<file path="config.mk">
export PLATFORM = sky130hd
export DESIGN_NAME = mem_copy_engine
export DESIGN_NICKNAME = d
export VERILOG_FILES = /design/src/rtl/mem_copy_engine.sv
export SDC_FILE = /design/constraint.sdc
export NUM_CORES = 1
export LEC_CHECK = 0
export ABC_AREA = 0
export CORE_ASPECT_RATIO = 1.4
export CORE_MARGIN = 2
export CORE_UTILIZATION = 58
export DETAILED_ROUTE_END_ITERATION = 8
export DONT_BUFFER_PORTS = 1
export GPL_TIMING_DRIVEN = 0
export PLACE_DENSITY = 0.82
export SYNTH_ARGS = -nofsm -noshare
export SYNTH_HDL_FRONTEND = slang
export SYNTH_SLANG_ARGS = --single-unit
</file>
<file path="constraint.sdc">
create_clock -name clk -period 3.4 [get_ports clk]
set_input_delay 1.02 -clock clk [delete_from_list [all_inputs] [get_ports clk]]
set_output_delay 1.02 -clock clk [all_outputs]
set_load 0.005 [all_outputs]
</file>
<file path="src/rtl/mem_copy_engine.sv">
// mem_copy_engine: bus-master block copy engine.
// Copies len 32-bit words from src to dst, one word per cycle, with reads and
// writes overlapped in a strictly ascending schedule. Write data is taken from
// the read response one cycle after it arrives, so word i is written two
// cycles after it was read.
// Optional build macro MEMCOPY_FILL_EN adds a fill mode (writes fill_val to
// the destination, no reads). Without it, fill and fill_val are ignored.
module mem_copy_engine #(
   parameter int LENW = 16
) (
   input  logic            clk,
   input  logic            resetb,
   input  logic            start,
   input  logic [31:0]     src,
   input  logic [31:0]     dst,
   input  logic [LENW-1:0] len,
   input  logic            abort,
   input  logic            fill,
   input  logic [31:0]     fill_val,
   output logic            busy,
   output logic            done,
   output logic            aborted,
   output logic            rready,
   output logic [30:0]     raddr,
   input  logic            rresp,
   input  logic [31:0]     rdata,
   output logic            wready,
   output logic [29:0]     waddr,
   output logic [31:0]     wdata,
   output logic [3:0]      wstrb
);

   typedef enum logic [1:0] {
      S_IDLE  = 2'd0,
      S_RUN   = 2'd1,
      S_DRAIN = 2'd2,
      S_FIN   = 2'd3
   } state_t;

   localparam logic [LENW-1:0] CNT_ONE = LENW'(1);

   state_t          state_q, state_d;
   logic [29:0]     src_q, src_d;        // source word address
   logic [29:0]     dst_q, dst_d;        // destination word address
   logic [LENW-1:0] len_q, len_d;
   logic [LENW-1:0] rd_cnt_q, rd_cnt_d;
   logic [LENW-1:0] wr_cnt_q, wr_cnt_d;
   logic            aborted_q, aborted_d;
   logic            wready_q, wready_d;
   logic [29:0]     waddr_q, waddr_d;
   logic [31:0]     wdata_q, wdata_d;
   logic            fill_q, fill_d;
   logic [31:0]     fill_val_q, fill_val_d;

   logic            rd_issue;            // read presented this cycle
   logic            fill_wr;             // fill write presented this cycle
   logic            in_xfer;
   logic [29:0]     rd_word;
   logic [29:0]     wr_word;
   logic [LENW-1:0] len_m1;

`ifdef MEMCOPY_FILL_EN
   logic unused_lsb;
   assign unused_lsb = ^{src[1:0], dst[1:0]};
`else
   logic unused_fill;
   assign unused_fill = ^{fill, fill_val, src[1:0], dst[1:0]};
`endif

   // Word arithmetic on 30 bits is byte arithmetic modulo 2^32 with [1:0]=0.
   assign rd_word = src_q + 30'(rd_cnt_q);
   assign wr_word = dst_q + 30'(wr_cnt_q);
   assign len_m1  = len_q - CNT_ONE;
   assign in_xfer = (state_q == S_RUN) || (state_q == S_DRAIN);

   // Next-state, read issue, fill writes and capture of read responses.
   always_comb begin
      // NOTE: every variable gets a default first so no path can infer a latch.
      state_d    = state_q;
      src_d      = src_q;
      dst_d      = dst_q;
      len_d      = len_q;
      rd_cnt_d   = rd_cnt_q;
      wr_cnt_d   = wr_cnt_q;
      aborted_d  = aborted_q;
      wready_d   = 1'b0;
      waddr_d    = waddr_q;
      wdata_d    = wdata_q;
      fill_d     = fill_q;
      fill_val_d = fill_val_q;
      rd_issue   = 1'b0;
      fill_wr    = 1'b0;

      unique case (state_q)
         S_IDLE: begin
            if (start) begin
               src_d     = src[31:2];
               dst_d     = dst[31:2];
               len_d     = len;
               rd_cnt_d  = '0;
               wr_cnt_d  = '0;
               aborted_d = 1'b0;
`ifdef MEMCOPY_FILL_EN
               fill_d     = fill;
               fill_val_d = fill_val;
`else
               fill_d     = 1'b0;
               fill_val_d = '0;
`endif
               state_d = (len == '0) ? S_FIN : S_RUN;
            end
         end
         S_RUN: begin
            if (abort) begin
               aborted_d = 1'b1;
               state_d   = S_FIN;
            end else if (fill_q) begin
               fill_wr  = 1'b1;
               wr_cnt_d = wr_cnt_q + CNT_ONE;
               if (wr_cnt_q == len_m1) state_d = S_FIN;
            end else begin
               rd_issue = 1'b1;
               rd_cnt_d = rd_cnt_q + CNT_ONE;
               if (rd_cnt_q == len_m1) state_d = S_DRAIN;
            end
         end
         S_DRAIN: begin
            if (abort) begin
               aborted_d = 1'b1;
               state_d   = S_FIN;
            end else if (wready_q && (wr_cnt_q == len_q)) begin
               state_d = S_FIN;
            end
         end
         S_FIN: begin
            state_d = S_IDLE;
         end
         default: begin
            state_d = S_IDLE;
         end
      endcase

      // A response in the abort cycle or outside a copy never becomes a write.
      if (in_xfer && !fill_q && !abort && rresp) begin
         wready_d = 1'b1;
         waddr_d  = wr_word;
         wdata_d  = rdata;
         wr_cnt_d = wr_cnt_q + CNT_ONE;
      end
   end

   // State and datapath registers with synchronous reset.
   always_ff @(posedge clk) begin
      // NOTE: non-blocking assignments so every flop samples pre-edge values.
      if (resetb) begin
         state_q    <= S_IDLE;
         src_q      <= '0;
         dst_q      <= '0;
         len_q      <= '0;
         rd_cnt_q   <= '0;
         wr_cnt_q   <= '0;
         aborted_q  <= 1'b0;
         wready_q   <= 1'b0;
         waddr_q    <= '0;
         wdata_q    <= '0;
         fill_q     <= 1'b0;
         fill_val_q <= '0;
      end else begin
         state_q    <= state_d;
         src_q      <= src_d;
         dst_q      <= dst_d;
         len_q      <= len_d;
         rd_cnt_q   <= rd_cnt_d;
         wr_cnt_q   <= wr_cnt_d;
         aborted_q  <= aborted_d;
         wready_q   <= wready_d;
         waddr_q    <= waddr_d;
         wdata_q    <= wdata_d;
         fill_q     <= fill_d;
         fill_val_q <= fill_val_d;
      end
   end

   assign busy    = in_xfer;
   assign done    = (state_q == S_FIN);
   assign aborted = aborted_q;
   assign rready  = rd_issue;
   assign raddr   = rd_issue ? {rd_word, 1'b0} : '0;
   assign wready  = wready_q | fill_wr;
   assign waddr   = fill_wr ? wr_word : waddr_q;
   assign wdata   = fill_wr ? fill_val_q : wdata_q;
   assign wstrb   = 4'hf;

endmodule

</file>
==> results of run 1 <==
## synthesized netlist by cell type, drive strengths merged, types with 9 or more instances
library cell / n / area, µm²
nand2: 281 / 1050
dfxtp: 174 / 3480
a21oi: 170 / 851
nor2: 92 / 345
clkbuf: 55 / 206
xor2: 51 / 447
xnor2: 47 / 412
ha: 39 / 488
nand3: 39 / 195
o21ai: 32 / 160
and3: 24 / 150
nand4: 20 / 125
a21o: 17 / 128
inv: 17 / 63.8
nor3: 16 / 80.1
buf: 13 / 76.3
or3: 11 / 68.8
nor4: 9 / 62.6
## layer usage
metal  vias up  routed length, µm
met2       287              13800
met1      4135               9810
met3        64               1610
met4         0                907
li1       4218                  -
met5         -                  0
## critical path: stages, from the launching register on
cell and delay, ns:
dfxtp_4 0.35, ha_4 0.16, fa_2 0.34, a21o_1 0.18
a311o_1 0.29, a311o_1 0.31, a21o_1 0.20, a21oi_2 0.20
a21oi_2 0.09, xnor2_1 0.12, nor2_1 0.12
## path summary, 6_finish.rpt
| kind | startpoint | endpoint | slack [ns] | cells after the start |
|---|---|---|---|---|
| min reg2reg | dst_q[7] | dst_q[7] | 0.46 | 2 |
| max | rd_cnt_q[0] | raddr[15] | -0.40 | 10 |
| min | dst_q[7] | dst_q[7] | 0.46 | 2 |
| max reg2reg | len_q[0] | state_q[1] | 0.30 | 10 |
## registers in the layout, summed over array words and instances, names as in the netlist
name	count
wdata_q	32
dst_q	30
src_q	30
waddr_q	30
len_q	16
rd_cnt_q	16
wr_cnt_q	16
state_q	2
aborted	1
wready_q	1
## cells in the final DEF, fill, tap and decap left out, drive strengths merged, types with 7 or more instances in the layout
cell type  Yosys  routed
nand2        281     281
dfxtp        174     174
a21oi        170     170
nor2          92      92
clkbuf        55      72
xor2          51      51
xnor2         47      47
nand3         39      39
ha            39      39
o21ai         32      32
buf           13      30
and3          24      24
inv           17      23
nand4         20      20
a21o          17      17
nor3          16      16
or3           11      11
nor4           9       9
a211oi         7       7
nor2b          7       7
o211ai         7       7
a31oi          7       7
## timing repair
item / CTS / global route
endpoints found under the setup margin: 25 / 29
buffers inserted: 7 / 10
pin swaps: 11 / 17
hold endpoints to repair: 0 / 0
resized for setup: 38 / 39
## report_power, final
part / switching [mW] / internal, mW / leakage [nW]
Combinational: 0.932 / 0.511 / 2.21
Sequential: 0.209 / 2.25 / 1.42
Clock: 0.886 / 1.13 / 0.290
Total: 2.03 / 3.89 / 3.92
## kinds of logic (layout without fill, tap and decap cells)
kind of cell               count (synthesis)  after routing  share of synthesized area
and+or+nand+nor                          531            531                      0.257
AOI/OAI and AO/OA                        274            274                      0.171
DFF                                      174            174                      0.378
xor gates and xnor gates                  98             98                     0.0932
buffers and inverters                     85            133                     0.0376
adders and majority gates                 41             41                     0.0574
muxes                                      4              4                    0.00462
other                                      2              5                   0.000816
## area by class of cell
type / instances / area, µm²
clock inverter: 14 / 171
fill: 1306 / 4980
sequential: 174 / 3510
clock buffer: 18 / 439
tap: 196 / 245
buffer: 67 / 279
multi-input combinational: 953 / 5700
inverter: 17 / 67.6
timing repair buffer: 17 / 139
## through the flow
stage	cells	utilization	total power, mW	TNS (ns)	hold WS (ns)
floorplan	1212	-	3.48	0	0.441
global placement	1408	0.609	3.82	-1.57	0.447
detailed placement	1408	0.609	3.86	-2.09	0.454
CTS	1446	0.664	5.89	-4.83	0.465
global route	1456	0.679	6.20	-6.17	0.480
finish	1456	0.679	5.92	-4.38	0.462
==> results_dict.tcl, run 1 <==
set metrics [dict create \
    wl_um 26200 \
    period_minus_slack_ns 3.80 \
    grt_usage 0.299 \
    grt-busiest-layer "met2" \
    dieHeight_um 153 \
    grtUsageMet3 0.0646 \
    die_x_um 110 \
    clk_latency_ns 0.44 \
    vias 8704 \
    ys_ff_latch 174 \
    synth.avg_cell_area_um2 7.61 \
    violations "setup timing" \
    slew_violations 0 \
    gp_congestion 0.928 \
    final.setup_skew_ns 0.0113 \
    path_clk_slew_ns 0.07 \
    drt_first_pass_iters 6 \
    maxCapViolations 0 \
    drc 0 \
    placementRows 54 \
    ioPinCount 252 \
    io_buffers 0 \
    wl_per_cell_um 18.0 \
    h-tree-depth 4 \
    cts_tree "done" \
    syn_inst 1209 \
    drive_gt1_frac 0.104 \
    antenna_left 0 \
    viasPerCell 5.98 \
    ys_seq_area_frac 0.378 \
    max_freq_mhz 263 \
    initial_core_util 0.592 \
    hold_viol_final 0 \
    num_antenna_cells 0 \
    rsz0062_at_grt "yes" \
    setup_slack_ns -0.400 \
    holdBufCountCts 0 \
    synthToLayoutAreaGrowth_pct 14.7 \
    required_ns 2.38 \
    hpwl_um 19400 \
    clockBufferDepth 2 \
    first_iter_violations 579 \
    pwr_density_cell_nw_per_um2 560 \
    critical_path_class "flop to primary output" \
    dp_worst_setup_slack_ns -0.230 \
    placed_area_um2 9470 \
    synth-edff-count 0 \
    dieArea_um2 16900 \
    slew-limit-headroom 0.532 \
    critPathArrivalTime_ns 2.78 \
    nNetsFinal 1438 \
    power_leakage_nw 3.92 \
    worstSetupStartpointType "flop" \
    clock-root-buffer "clkbuf_16" \
    antenna_found_initial 0 \
    gr-total-overflow 0 \
    ir_drop_mv 0.534 \
    cts.sinks 174 \
    async_reset_ff_frac 0 \
    grt_pass1_wl_um 41000 \
    met2_usage 0.552 \
    crit_fanout 2 \
    ys_types 61 \
    status "complete, but fails checks" \
    netlist_area_um2 9210 \
    cts_made_buffers 17 \
    grt_max_degree 18 \
    synth_ff_type "dfxtp_1" \
    holdCritPathClass "flop to flop" \
    setup_viol 20 \
    tightest_slew_ns 0.703 \
    stdcell_area_um2 10600 \
    cp-end-kind "primary output" \
    grt_use_met1 0.325 \
    grt_pass1_vias 8305 \
    core_um2 15500 \
    min_period_over_period 1.12 \
    ys_warn_count 0 \
]
Power figures use the tool's default switching activity.
==> run 2, diff against run 1 <==
--- a/config.mk
+++ b/config.mk
@@ -8,11 +8,11 @@
 export ABC_AREA = 0
 export CORE_ASPECT_RATIO = 1.4
 export CORE_MARGIN = 2
-export CORE_UTILIZATION = 58
+export CORE_UTILIZATION = 45
 export DETAILED_ROUTE_END_ITERATION = 8
 export DONT_BUFFER_PORTS = 1
 export GPL_TIMING_DRIVEN = 0
-export PLACE_DENSITY = 0.82
+export PLACE_DENSITY = 0.68
 export SYNTH_ARGS = -nofsm -noshare
 export SYNTH_HDL_FRONTEND = slang
 export SYNTH_SLANG_ARGS = --single-unit
==> run 2 against run 1 <==
Clock-buffer cell count up 1. Clock power shrank 4%. Worst hold slack better by 0.0061 ns. The run still ends with setup timing left. Register-to-register slack better by 0.03 ns. Core utilization decreased by 15 points. Wire length is 3.2% higher. Critical path type unchanged. Global-route usage down 5.5 points. Largest cell class unchanged. Sequential power hardly changed. Via count fell by 2.8%. Critical endpoint unchanged. Power down 1.6%.
==> results_dict.tcl, run 2 (synthesis gave the netlist of run 1 again) <==
set metrics [dict create \
    nNetsFinal 1436 \
    vias 8461 \
    worstSetupStartpointType "flop" \
    dieArea_um2 21600 \
    crit_fanout 2 \
    ir_drop_mv 0.379 \
    antenna_left 0 \
    clockBufferDepth 2 \
    num_antenna_cells 0 \
    grt_pass1_vias 8217 \
    h-tree-depth 4 \
    gp_congestion 0.920 \
    hpwl_um 20600 \
    grt_pass1_wl_um 42500 \
    status "complete, but fails checks" \
    die_x_um 125 \
    switching_power_mw 2.00 \
    cts_made_buffers 17 \
    cts_tree "done" \
    met2_usage 0.452 \
    dp_worst_setup_slack_ns -0.265 \
    grt-busiest-layer "met2" \
    slew_violations 0 \
    rsz0062_at_grt "yes" \
    drive_gt1_frac 0.107 \
    min_period_over_period 1.13 \
    pwr-share-clk 0.329 \
    critPathArrivalTime_ns 2.84 \
    viasPerCell 5.60 \
    io_buffers 0 \
    clk_latency_ns 0.44 \
    final_common_cell "nand2_1" \
    max_freq_mhz 259 \
    top_register "wdata_q" \
    multi_input_area_um2 5740 \
    placementRows 61 \
    hold_viol_final 0 \
    wl_per_cell_um 17.9 \
    p_seq_frac 0.423 \
    period_minus_slack_ns 3.86 \
    dieHeight_um 173 \
    pwr_density_cell_nw_per_um2 548 \
    violations "setup timing" \
    p_int_mw 3.82 \
    synthToLayoutAreaGrowth_pct 15.4 \
    cp-end-kind "primary output" \
    core_um2 20000 \
    holdBufCountCts 0 \
    grt_max_degree 17 \
    dp.cells 1464 \
    grt_use_met1 0.264 \
    regArea_um2 3520 \
    initial_core_util 0.460 \
    required_ns 2.38 \
    finalPower_mw 5.82 \
    ioPinCount 252 \
    critical_path_class "flop to primary output" \
    swShare 0.343 \
    holdCritPathClass "flop to flop" \
    slew-limit-headroom 0.508 \
    fin_cells 1510 \
    setup_viol 19 \
    maxCapViolations 0 \
    tightest_slew_ns 0.738 \
    pwr-share-comb 0.248 \
    drc 0 \
    cts.sinks 174 \
    fillers 1937 \
    power_leakage_nw 3.95 \
    antenna_found_initial 0 \
    wl_um 27000 \
    first_iter_violations 468 \
    grtUsageMet3 0.0586 \
    drt_first_pass_iters 5 \
    clock-root-buffer "clkbuf_16" \
    whs_ns 0.468 \
    mostFrequentLayoutCells "nand2_1, a21oi_1, dfxtp_1" \
    final.setup_skew_ns 0.0122 \
    gr-total-overflow 0 \
    largest_register_ffs 32 \
    setup_slack_ns -0.458 \
    grt_usage 0.244 \
    path_clk_slew_ns 0.07 \
]
[run 2: cell count changes in the layout (fill, tap and decap cells not counted), moves of 2 or more]
cell,delta
nand2_4,+2
clkinv_4,+2
dfxtp_1,-4
nor2_2,-2
and3_1,+2
buf_4,-3
dfxtp_2,+3
[run 2: critical path: stages, from the launching register on]
cell and delay (ns):
dfxtp_4 0.36, ha_4 0.16, fa_2 0.34, a21o_1 0.21
a311o_1 0.31, a311o_1 0.30, a21o_1 0.21, a21oi_2 0.19
a21oi_2 0.08, xnor2_1 0.12, nor2_1 0.12
[run 2: what timing repair did]
item | CTS | global route
gates resized for setup | 42 | 45
pin swaps | 11 | 33
setup buffers | 7 | 9
setup endpoints to repair | 25 | 28
[run 2: through the flow]
stage | util | cell area (µm²) | TNS (ns)
2_1_floorplan | - | 9220 | 0
3_3_place_gp | 0.477 | 9540 | -2.07
3_5_place_dp | 0.477 | 9540 | -2.18
4_1_cts | 0.520 | 10400 | -5.49
5_1_grt | 0.531 | 10600 | -6.31
6_report | 0.531 | 10600 | -4.52
[run 2: worst paths after layout]
kind                     from         end  slack, ns  cells after the start
setup / recovery  rd_cnt_q[0]   raddr[15]      -0.46                     10
setup reg to reg     len_q[0]  state_q[1]       0.33                     10
hold / removal      src_q[29]   src_q[29]       0.47                      2
hold reg to reg     src_q[29]   src_q[29]       0.47                      2
[run 2: area by class of cell]
cell class                 instances  share of cell area
tap                              252              0.0297
sequential                       174               0.331
clock buffer                      19              0.0426
timing repair buffer              15              0.0120
clock inverter                    13              0.0120
inverter                          17             0.00636
buffer                            67              0.0263
multi-input combinational        953               0.540
[run 2: routing by layer]
layer	routed length (µm)	vias up
li1	-	4212
met1	10500	3940
met2	14100	256
met5	0	-
met4	911	0
met3	1480	53
[run 2: power by group through the flow]
stage | clock network (mW) | registers [mW] | logic, mW
floorplan | 0 | 2.42 | 1.05
global placement | 0 | 2.49 | 1.36
detailed placement | 0 | 2.50 | 1.38
global route | 2.03 | 2.49 | 1.62
finish | 1.92 | 2.46 | 1.44
CTS | 1.95 | 2.46 | 1.42
